--- src/rtl/cpu_ctrl_pkg.sv ---
// Shared control definitions: opcodes, sequencer states, instruction fields.
// Latency: none (definitions only).
// Backpressure: not applicable.
package cpu_ctrl_pkg;

  // Instruction word field positions
  localparam int OPC_HI = 31;
  localparam int OPC_LO = 27;
  localparam int RA_HI  = 26;
  localparam int RA_LO  = 23;
  localparam int RB_HI  = 22;
  localparam int RB_LO  = 19;
  localparam int RC_HI  = 18;
  localparam int RC_LO  = 15;

  typedef logic [4:0] opcode_t;
  typedef logic [3:0] reg_idx_t;

  localparam opcode_t OPC_AND = 5'b00001;
  localparam opcode_t OPC_OR  = 5'b00010;
  localparam opcode_t OPC_ADD = 5'b00011;
  localparam opcode_t OPC_SUB = 5'b00100;
  localparam opcode_t OPC_SHR = 5'b00101;
  localparam opcode_t OPC_SHL = 5'b00110;
  localparam opcode_t OPC_ROR = 5'b00111;
  localparam opcode_t OPC_NOT = 5'b01000;
  localparam opcode_t OPC_NEG = 5'b01001;
  localparam opcode_t OPC_MUL = 5'b01010;
  localparam opcode_t OPC_DIV = 5'b01011;

  // IDLE must encode as zero so a cleared state register reads as IDLE
  typedef enum logic [2:0] {
    ST_IDLE = 3'd0,
    ST_T3   = 3'd1,
    ST_T4   = 3'd2,
    ST_T5   = 3'd3,
    ST_T6   = 3'd4,
    ST_FIN  = 3'd5
  } state_t;

  // Datapath single-bit strobes, kept together so they register as one word
  typedef struct packed {
    logic yin;
    logic zhighin;
    logic zlowin;
    logic zhighout;
    logic zlowout;
    logic hiin;
    logic loin;
  } strobe_t;

  // Opcodes 1..11 are the defined set; everything else traps as illegal
  function automatic logic is_legal(opcode_t o);
    return (o >= OPC_AND) && (o <= OPC_DIV);
  endfunction

  // Single-operand ops skip the second register read in T4
  function automatic logic is_unary(opcode_t o);
    return (o == OPC_NOT) || (o == OPC_NEG);
  endfunction

  // Wide-result ops take an extra cycle to move the high half into HI
  function automatic logic is_muldiv(opcode_t o);
    return (o == OPC_MUL) || (o == OPC_DIV);
  endfunction

endpackage

--- src/rtl/alu_sequencer_if.sv ---
// Bundles the sequencer request inputs and datapath control outputs.
// Latency: none (wiring only).
// Backpressure: requester sees busy; start is ignored while busy is high.
interface alu_sequencer_if #(
  parameter int OP_W = 5,
  parameter int NREG = 16
);
  logic            start;
  logic [31:0]     instr;
  logic            busy;
  logic            done;
  logic            illegal;
  logic [NREG-1:0] Rout;
  logic [NREG-1:0] Rin;
  logic            Yin;
  logic            Zhighin;
  logic            Zlowin;
  logic            Zhighout;
  logic            Zlowout;
  logic            HIin;
  logic            LOin;
  logic [OP_W-1:0] op;

  // Requester side: issues instructions, observes controls
  modport master (
    output start, instr,
    input  busy, done, illegal, Rout, Rin, Yin, Zhighin, Zlowin,
           Zhighout, Zlowout, HIin, LOin, op
  );

  // Sequencer side
  modport slave (
    input  start, instr,
    output busy, done, illegal, Rout, Rin, Yin, Zhighin, Zlowin,
           Zhighout, Zlowout, HIin, LOin, op
  );
endinterface

--- src/rtl/reg_decode_4to16.sv ---
// Converts a 4-bit register index plus enable into a 16-bit one-hot select.
// Latency: combinational.
// Backpressure: none.
module reg_decode_4to16 (
  input  logic        en,
  input  logic [3:0]  idx,
  output logic [15:0] onehot
);

  // One bit set at idx when enabled, otherwise all zero
  always_comb begin
    onehot = '0;
    if (en) onehot[idx] = 1'b1;
  end

endmodule

--- src/rtl/alu_sequencer.sv ---
// Micro-sequencer stepping one ALU instruction through T3/T4/T5[/T6]/FIN.
// Latency: done 4 cycles after accept (5 for MUL/DIV); all outputs registered.
// Backpressure: busy high outside IDLE; start while busy is dropped, not queued.
module alu_sequencer
  import cpu_ctrl_pkg::*;
#(
  parameter int OP_W = 5,
  parameter int NREG = 16
) (
  input  logic           Clock,
  input  logic           clear,
  alu_sequencer_if.slave bus
);

  state_t   state_q, state_d;
  opcode_t  opcode_q, opcode_d;
  reg_idx_t ra_q, ra_d;
  reg_idx_t rb_q, rb_d;
  reg_idx_t rc_q, rc_d;

  logic            busy_q, busy_d;
  logic            done_q, done_d;
  logic            illegal_q, illegal_d;
  logic [NREG-1:0] rout_q, rout_d;
  logic [NREG-1:0] rin_q, rin_d;
  strobe_t         strb_q, strb_d;
  logic [OP_W-1:0] op_q, op_d;

  logic     rout_en, rin_en;
  reg_idx_t rout_idx;
  logic [15:0] rout_oh, rin_oh;

  // Next state and instruction capture; fields latch only on an IDLE accept
  always_comb begin
    state_d   = state_q;
    opcode_d  = opcode_q;
    ra_d      = ra_q;
    rb_d      = rb_q;
    rc_d      = rc_q;
    illegal_d = 1'b0;
    case (state_q)
      ST_IDLE: begin
        if (bus.start) begin
          opcode_d = bus.instr[OPC_HI:OPC_LO];
          ra_d     = bus.instr[RA_HI:RA_LO];
          rb_d     = bus.instr[RB_HI:RB_LO];
          rc_d     = bus.instr[RC_HI:RC_LO];
          if (is_legal(opcode_d)) state_d = ST_T3;
          else                    illegal_d = 1'b1;
        end
      end
      ST_T3:   state_d = ST_T4;
      ST_T4:   state_d = ST_T5;
      ST_T5:   state_d = is_muldiv(opcode_q) ? ST_T6 : ST_FIN;
      ST_T6:   state_d = ST_FIN;
      ST_FIN:  state_d = ST_IDLE;
      default: state_d = ST_IDLE;
    endcase
  end

  // Controls decoded from the state being entered so they line up with it once registered
  always_comb begin
    busy_d   = (state_d != ST_IDLE);
    done_d   = 1'b0;
    strb_d   = '0;
    op_d     = '0;
    rout_en  = 1'b0;
    rout_idx = rb_d;
    rin_en   = 1'b0;
    case (state_d)
      ST_T3: begin
        rout_en    = 1'b1;
        rout_idx   = rb_d;
        strb_d.yin = 1'b1;
      end
      ST_T4: begin
        rout_en        = !is_unary(opcode_d);
        rout_idx       = rc_d;
        op_d           = OP_W'(opcode_d);
        strb_d.zhighin = 1'b1;
        strb_d.zlowin  = 1'b1;
      end
      ST_T5: begin
        strb_d.zlowout = 1'b1;
        if (is_muldiv(opcode_d)) strb_d.loin = 1'b1;
        else                     rin_en      = 1'b1;
      end
      ST_T6: begin
        strb_d.zhighout = 1'b1;
        strb_d.hiin     = 1'b1;
      end
      ST_FIN:  done_d = 1'b1;
      default: ;
    endcase
    rout_d = NREG'(rout_oh);
    rin_d  = NREG'(rin_oh);
  end

  reg_decode_4to16 u_rout_dec (
    .en     (rout_en),
    .idx    (rout_idx),
    .onehot (rout_oh)
  );

  reg_decode_4to16 u_rin_dec (
    .en     (rin_en),
    .idx    (ra_d),
    .onehot (rin_oh)
  );

  // State and output registers; clear abandons any instruction in flight
  always_ff @(posedge Clock) begin
    if (!clear) begin
      state_q   <= ST_IDLE;
      opcode_q  <= '0;
      ra_q      <= '0;
      rb_q      <= '0;
      rc_q      <= '0;
      busy_q    <= 1'b0;
      done_q    <= 1'b0;
      illegal_q <= 1'b0;
      rout_q    <= '0;
      rin_q     <= '0;
      strb_q    <= '0;
      op_q      <= '0;
    end else begin
      state_q   <= state_d;
      opcode_q  <= opcode_d;
      ra_q      <= ra_d;
      rb_q      <= rb_d;
      rc_q      <= rc_d;
      busy_q    <= busy_d;
      done_q    <= done_d;
      illegal_q <= illegal_d;
      rout_q    <= rout_d;
      rin_q     <= rin_d;
      strb_q    <= strb_d;
      op_q      <= op_d;
    end
  end

  assign bus.busy     = busy_q;
  assign bus.done     = done_q;
  assign bus.illegal  = illegal_q;
  assign bus.Rout     = rout_q;
  assign bus.Rin      = rin_q;
  assign bus.Yin      = strb_q.yin;
  assign bus.Zhighin  = strb_q.zhighin;
  assign bus.Zlowin   = strb_q.zlowin;
  assign bus.Zhighout = strb_q.zhighout;
  assign bus.Zlowout  = strb_q.zlowout;
  assign bus.HIin     = strb_q.hiin;
  assign bus.LOin     = strb_q.loin;
  assign bus.op       = op_q;

endmodule

--- src/flat_wrapper.sv ---
// flat-port wrapper written by rule: the top's interface ports become plain ports
module alu_sequencer_flat import cpu_ctrl_pkg::*;
#(
  parameter int OP_W = 5,
  parameter int NREG = 16
)
  (Clock, clear, bus_start, bus_instr, bus_busy, bus_done, bus_illegal, bus_Rout, bus_Rin, bus_Yin, bus_Zhighin, bus_Zlowin, bus_Zhighout, bus_Zlowout, bus_HIin, bus_LOin, bus_op);
  alu_sequencer_if #(.OP_W(OP_W), .NREG(NREG)) bus_i ();
  input  logic Clock;
  input  logic clear;
  input wire logic [$bits(bus_i.start)-1:0] bus_start;
  input wire logic [$bits(bus_i.instr)-1:0] bus_instr;
  output wire logic [$bits(bus_i.busy)-1:0] bus_busy;
  output wire logic [$bits(bus_i.done)-1:0] bus_done;
  output wire logic [$bits(bus_i.illegal)-1:0] bus_illegal;
  output wire logic [$bits(bus_i.Rout)-1:0] bus_Rout;
  output wire logic [$bits(bus_i.Rin)-1:0] bus_Rin;
  output wire logic [$bits(bus_i.Yin)-1:0] bus_Yin;
  output wire logic [$bits(bus_i.Zhighin)-1:0] bus_Zhighin;
  output wire logic [$bits(bus_i.Zlowin)-1:0] bus_Zlowin;
  output wire logic [$bits(bus_i.Zhighout)-1:0] bus_Zhighout;
  output wire logic [$bits(bus_i.Zlowout)-1:0] bus_Zlowout;
  output wire logic [$bits(bus_i.HIin)-1:0] bus_HIin;
  output wire logic [$bits(bus_i.LOin)-1:0] bus_LOin;
  output wire logic [$bits(bus_i.op)-1:0] bus_op;
  assign bus_i.start = bus_start;
  assign bus_i.instr = bus_instr;
  assign bus_busy = bus_i.busy;
  assign bus_done = bus_i.done;
  assign bus_illegal = bus_i.illegal;
  assign bus_Rout = bus_i.Rout;
  assign bus_Rin = bus_i.Rin;
  assign bus_Yin = bus_i.Yin;
  assign bus_Zhighin = bus_i.Zhighin;
  assign bus_Zlowin = bus_i.Zlowin;
  assign bus_Zhighout = bus_i.Zhighout;
  assign bus_Zlowout = bus_i.Zlowout;
  assign bus_HIin = bus_i.HIin;
  assign bus_LOin = bus_i.LOin;
  assign bus_op = bus_i.op;
  alu_sequencer #(.OP_W(OP_W), .NREG(NREG)) u_core (.Clock(Clock), .clear(clear), .bus(bus_i));
endmodule
--- config.mk ---
export PLATFORM = sky130hd
export DESIGN_NAME = alu_sequencer_flat
export DESIGN_NICKNAME = d
export VERILOG_FILES = /design/src/rtl/cpu_ctrl_pkg.sv /design/src/rtl/alu_sequencer_if.sv /design/src/rtl/reg_decode_4to16.sv /design/src/rtl/alu_sequencer.sv /design/src/flat_wrapper.sv
export SDC_FILE = /design/constraint.sdc
export NUM_CORES = 1
export LEC_CHECK = 0
export CAP_MARGIN = 0
export CORE_MARGIN = 1
export CORE_UTILIZATION = 51
export DETAILED_ROUTE_END_ITERATION = 8
export HOLD_SLACK_MARGIN = 0.15
export PLACE_DENSITY_LB_ADDON = 0.15
export SLEW_MARGIN = 20
export SYNTH_ARGS = -nofsm -noshare
export SYNTH_HDL_FRONTEND = slang
export SYNTH_SLANG_ARGS = --single-unit
--- constraint.sdc ---
create_clock -name Clock -period 3.2 [get_ports Clock]
set_input_delay 0.64 -clock Clock [delete_from_list [all_inputs] [get_ports Clock]]
set_output_delay 0.64 -clock Clock [all_outputs]
set_load 0.01 [all_outputs]
==> reports/qor.txt <==
Status - complete, no violations
Crit-path max FO - 18
Layout cells sized above 1 - 0.0870
Top FF cell, synth - dfxtp_1
Syn Inst Count - 299
Worst vdd ir - 0.000400 V
DRT iter0 DRCs - 139
IO Pins - 82
Grt ovf - 0
Yosys reg bits - 65
Sequential-to-total area share from yosys stat - 0.468
Core footprint - 0.00517 mm2
DP Worst Slack - 0.337 ns
Mean area per synthesized cell - 9.30 um2
Syn nets - 334
Max stage delay cell, worst path - clkdlybuf4s50_1
Setup crit start kind - input port
Via-per-instance ratio - 5.05
Setup TNS - 0 ns
Vias in the first global route - 1902
Post-CTS setup buffers - 0
Remaining DRCs - 0
Area contributors post-synth - dfxtp_1 47%, mux2i_1 8.3%, nand2_1 8.0%, nand2b_1 5.6%, a211oi_1 4.6%
Utilization after layout - 0.707
Hold WC Path Type - reg -> reg
Hold path start - u_core.opcode_q[0]
PortBufs - 66
Area grow syn2layout - 31.5%
Via count - 2212
First-pass GRT wire length - 8.62 mm
CP peak stage delay - 0.50 ns
Top layer in use - met4
Post-synthesis compound-gate area fraction - 0.111
Post-DP HPWL - 3.72 mm
Slew Viols, Final - 0
H-tree Lvls - 3
Yosys warning count - 0
Met3 WL - 307 um
CTS Buf Count - 9
Root Buffer - clkbuf_8
Max Fclk - 405 MHz
Nets - 399
R2R Path Start - u_core.state_q[2]
Starting Density - 0.538
CTS Buffer Depth - 2
Multiplexer area fraction after synthesis - 0.123
Clock skew - 0.00330 ns
CP Cell Sequence - clkdlybuf4s50_1 -> or4b_4 -> a2111oi_4 -> o21ai_2 -> nor3_1
FFs w/ async S/R, synth - 0
Row Count - 26
CTS clk-pin slew, worst paths - 0.07 ns
Hold buffer count at CTS - 0
GP Congestion - 0.753
XOR/XNOR Fraction of Synth Area - 0.00630
Cell leakage power - 1.34 nW
Chip height - 75.9 um
Req. time, crit path - 3.45 ns
Main combinational cell family by area after synthesis - simple AND/OR/NAND/NOR gates
Post-synth EDFFs - 0
Yosys top cell area share - 0.468
Final WS setup - 0.730 ns
Worst R2R Setup Slack - 1.01 ns
Antenna violations before repair - 0
Final Hold Fails - 0
Worst skew pair latency - 0.33 ns
Antenna Nets Post-Route - 0
WL final - 5.34 mm
Synth Area in Adders - 0
# resized after CTS - 0
Inst Count DP - 423
Arrival @ worst endpoint - 2.72 ns
Number of setup violations in the final report - 0
Pin count of the biggest net entering global routing - 38
Slew @ Worst Pin - 0.726 ns
Max_slew headroom - 0.516
Max-capacitance violation count - 0
Finished Layout Cells - 438
Die Width - 75.9 um
CP Class - in -> reg
Final period util - 0.772
All-layer global routing usage - 0.202
Sink Count - 65
CTS tree - done
Drt first pass iters - 4
RSZ-0062 raised after global routing - false
Routed WL per cell - 12.2 um
Power Density - 532 mW/mm2
Crit path time final - 2.47 ns
Met2 Wirelength - 2.38 mm
Dominant cell type by area after synthesis - dfxtp_1
Mapped Area - 0.00278 mm2
Simple logic cell fraction of the synthesized area - 0.246
Antenna cells - 0
DRT met1 WL - 2.61 mm
Hold slack - 0.478 ns
CP endpoint kind - flop
DIE AREA - 0.00575 mm2
Netlist cell types - 32
Crit path launch - bus_start
state kept, by name (all words and copies together) (netlist names), 3 cells and up:
name / count
u_core.state_q: 3
u_core.bus.Rout: 16
u_core.ra_q: 4
u_core.rc_q: 4
u_core.bus.Rin: 16
u_core.bus.op: 5
u_core.rb_q: 4
u_core.opcode_q: 5
layout make-up:
class | instances | area (um2)
repair buffers | 71 | 698
fillers | 413 | 1510
clock buffers | 13 | 159
flip-flops and latches | 65 | 1300
inverters | 5 | 18.8
well taps | 70 | 87.6
multi-input cells | 212 | 1360
clock inverters | 2 | 37.5
power breakdown:
part	switching [mW]	internal, mW	leakage (nW)
clock network	0.292	0.399	0.0957
registers	0.0372	0.850	0.527
logic	0.197	0.172	0.722
total	0.526	1.42	1.34
worst max-delay path, delay by kind of cell:
kind | cells | cell delay (ns)
AOI/OAI and AO/OA | 2 | 0.79
buffers and inverters | 1 | 0.50
and+or+nand+nor | 2 | 0.78
metal layers:
metal / GRT usage / vias up
li1: - / 1147
met1: 0.270 / 996
met2: 0.302 / 65
met3: 0.0675 / 4
met4: 0.0782 / 0
met5: 0 / -
logic make-up after synthesis:
kind of cell,Yosys count
AO/OA/AOI/OAI,39
buffers and inverters,22
flip-flops,65
AND/OR/NAND/NOR,141
multiplexers,30
XOR/XNOR,2
Yosys cell counts, types with 2 or more instances:
master and number:
a211oi_1 17, a21boi_0 13, buf_2 6, buf_4 4
buf_6 3, clkbuf_1 4, dfxtp_1 65, inv_1 5
mux2_2 4, mux2i_1 23, mux4_2 3, nand2_1 59
nand2b_1 25, nand3_1 2, nor2_1 24, nor2b_1 5
nor3_1 18, nor3b_1 2, o21ai_0 2, o21ai_2 2
xnor2_1 2
stage by stage:
step,area (um2),power (mW)
floorplan,2780,1.16
global placement,3460,1.27
detailed placement,3460,1.27
CTS,3650,1.96
global route,3660,2.04
finish,3660,1.95
path summary, 6_finish.rpt:
| kind | end | depth (start not counted) |
|---|---|---|
| worst max register to register | u_core.bus.Rin[10] | 4 |
| worst min-delay path | u_core.opcode_q[0] | 2 |
| worst max-delay path | u_core.bus.Rin[10] | 5 |
| worst min register to register | u_core.opcode_q[0] | 2 |
layout by cell type, fill, tap and decap left out, drive strengths merged, types with 2 or more instances in the layout:
cell type,instances
a21boi,13
buf,5
clkdlybuf4s50,66
clkbuf,13
mux4,3
mux2,4
o21ai,5
nor2,24
nor3,19
nor3b,2
nand2b,25
nand3,2
a211oi,17
nor2b,5
dfxtp,65
xnor2,2
mux2i,23
inv,5
nand2,59
Power figures use the tool's default switching activity.
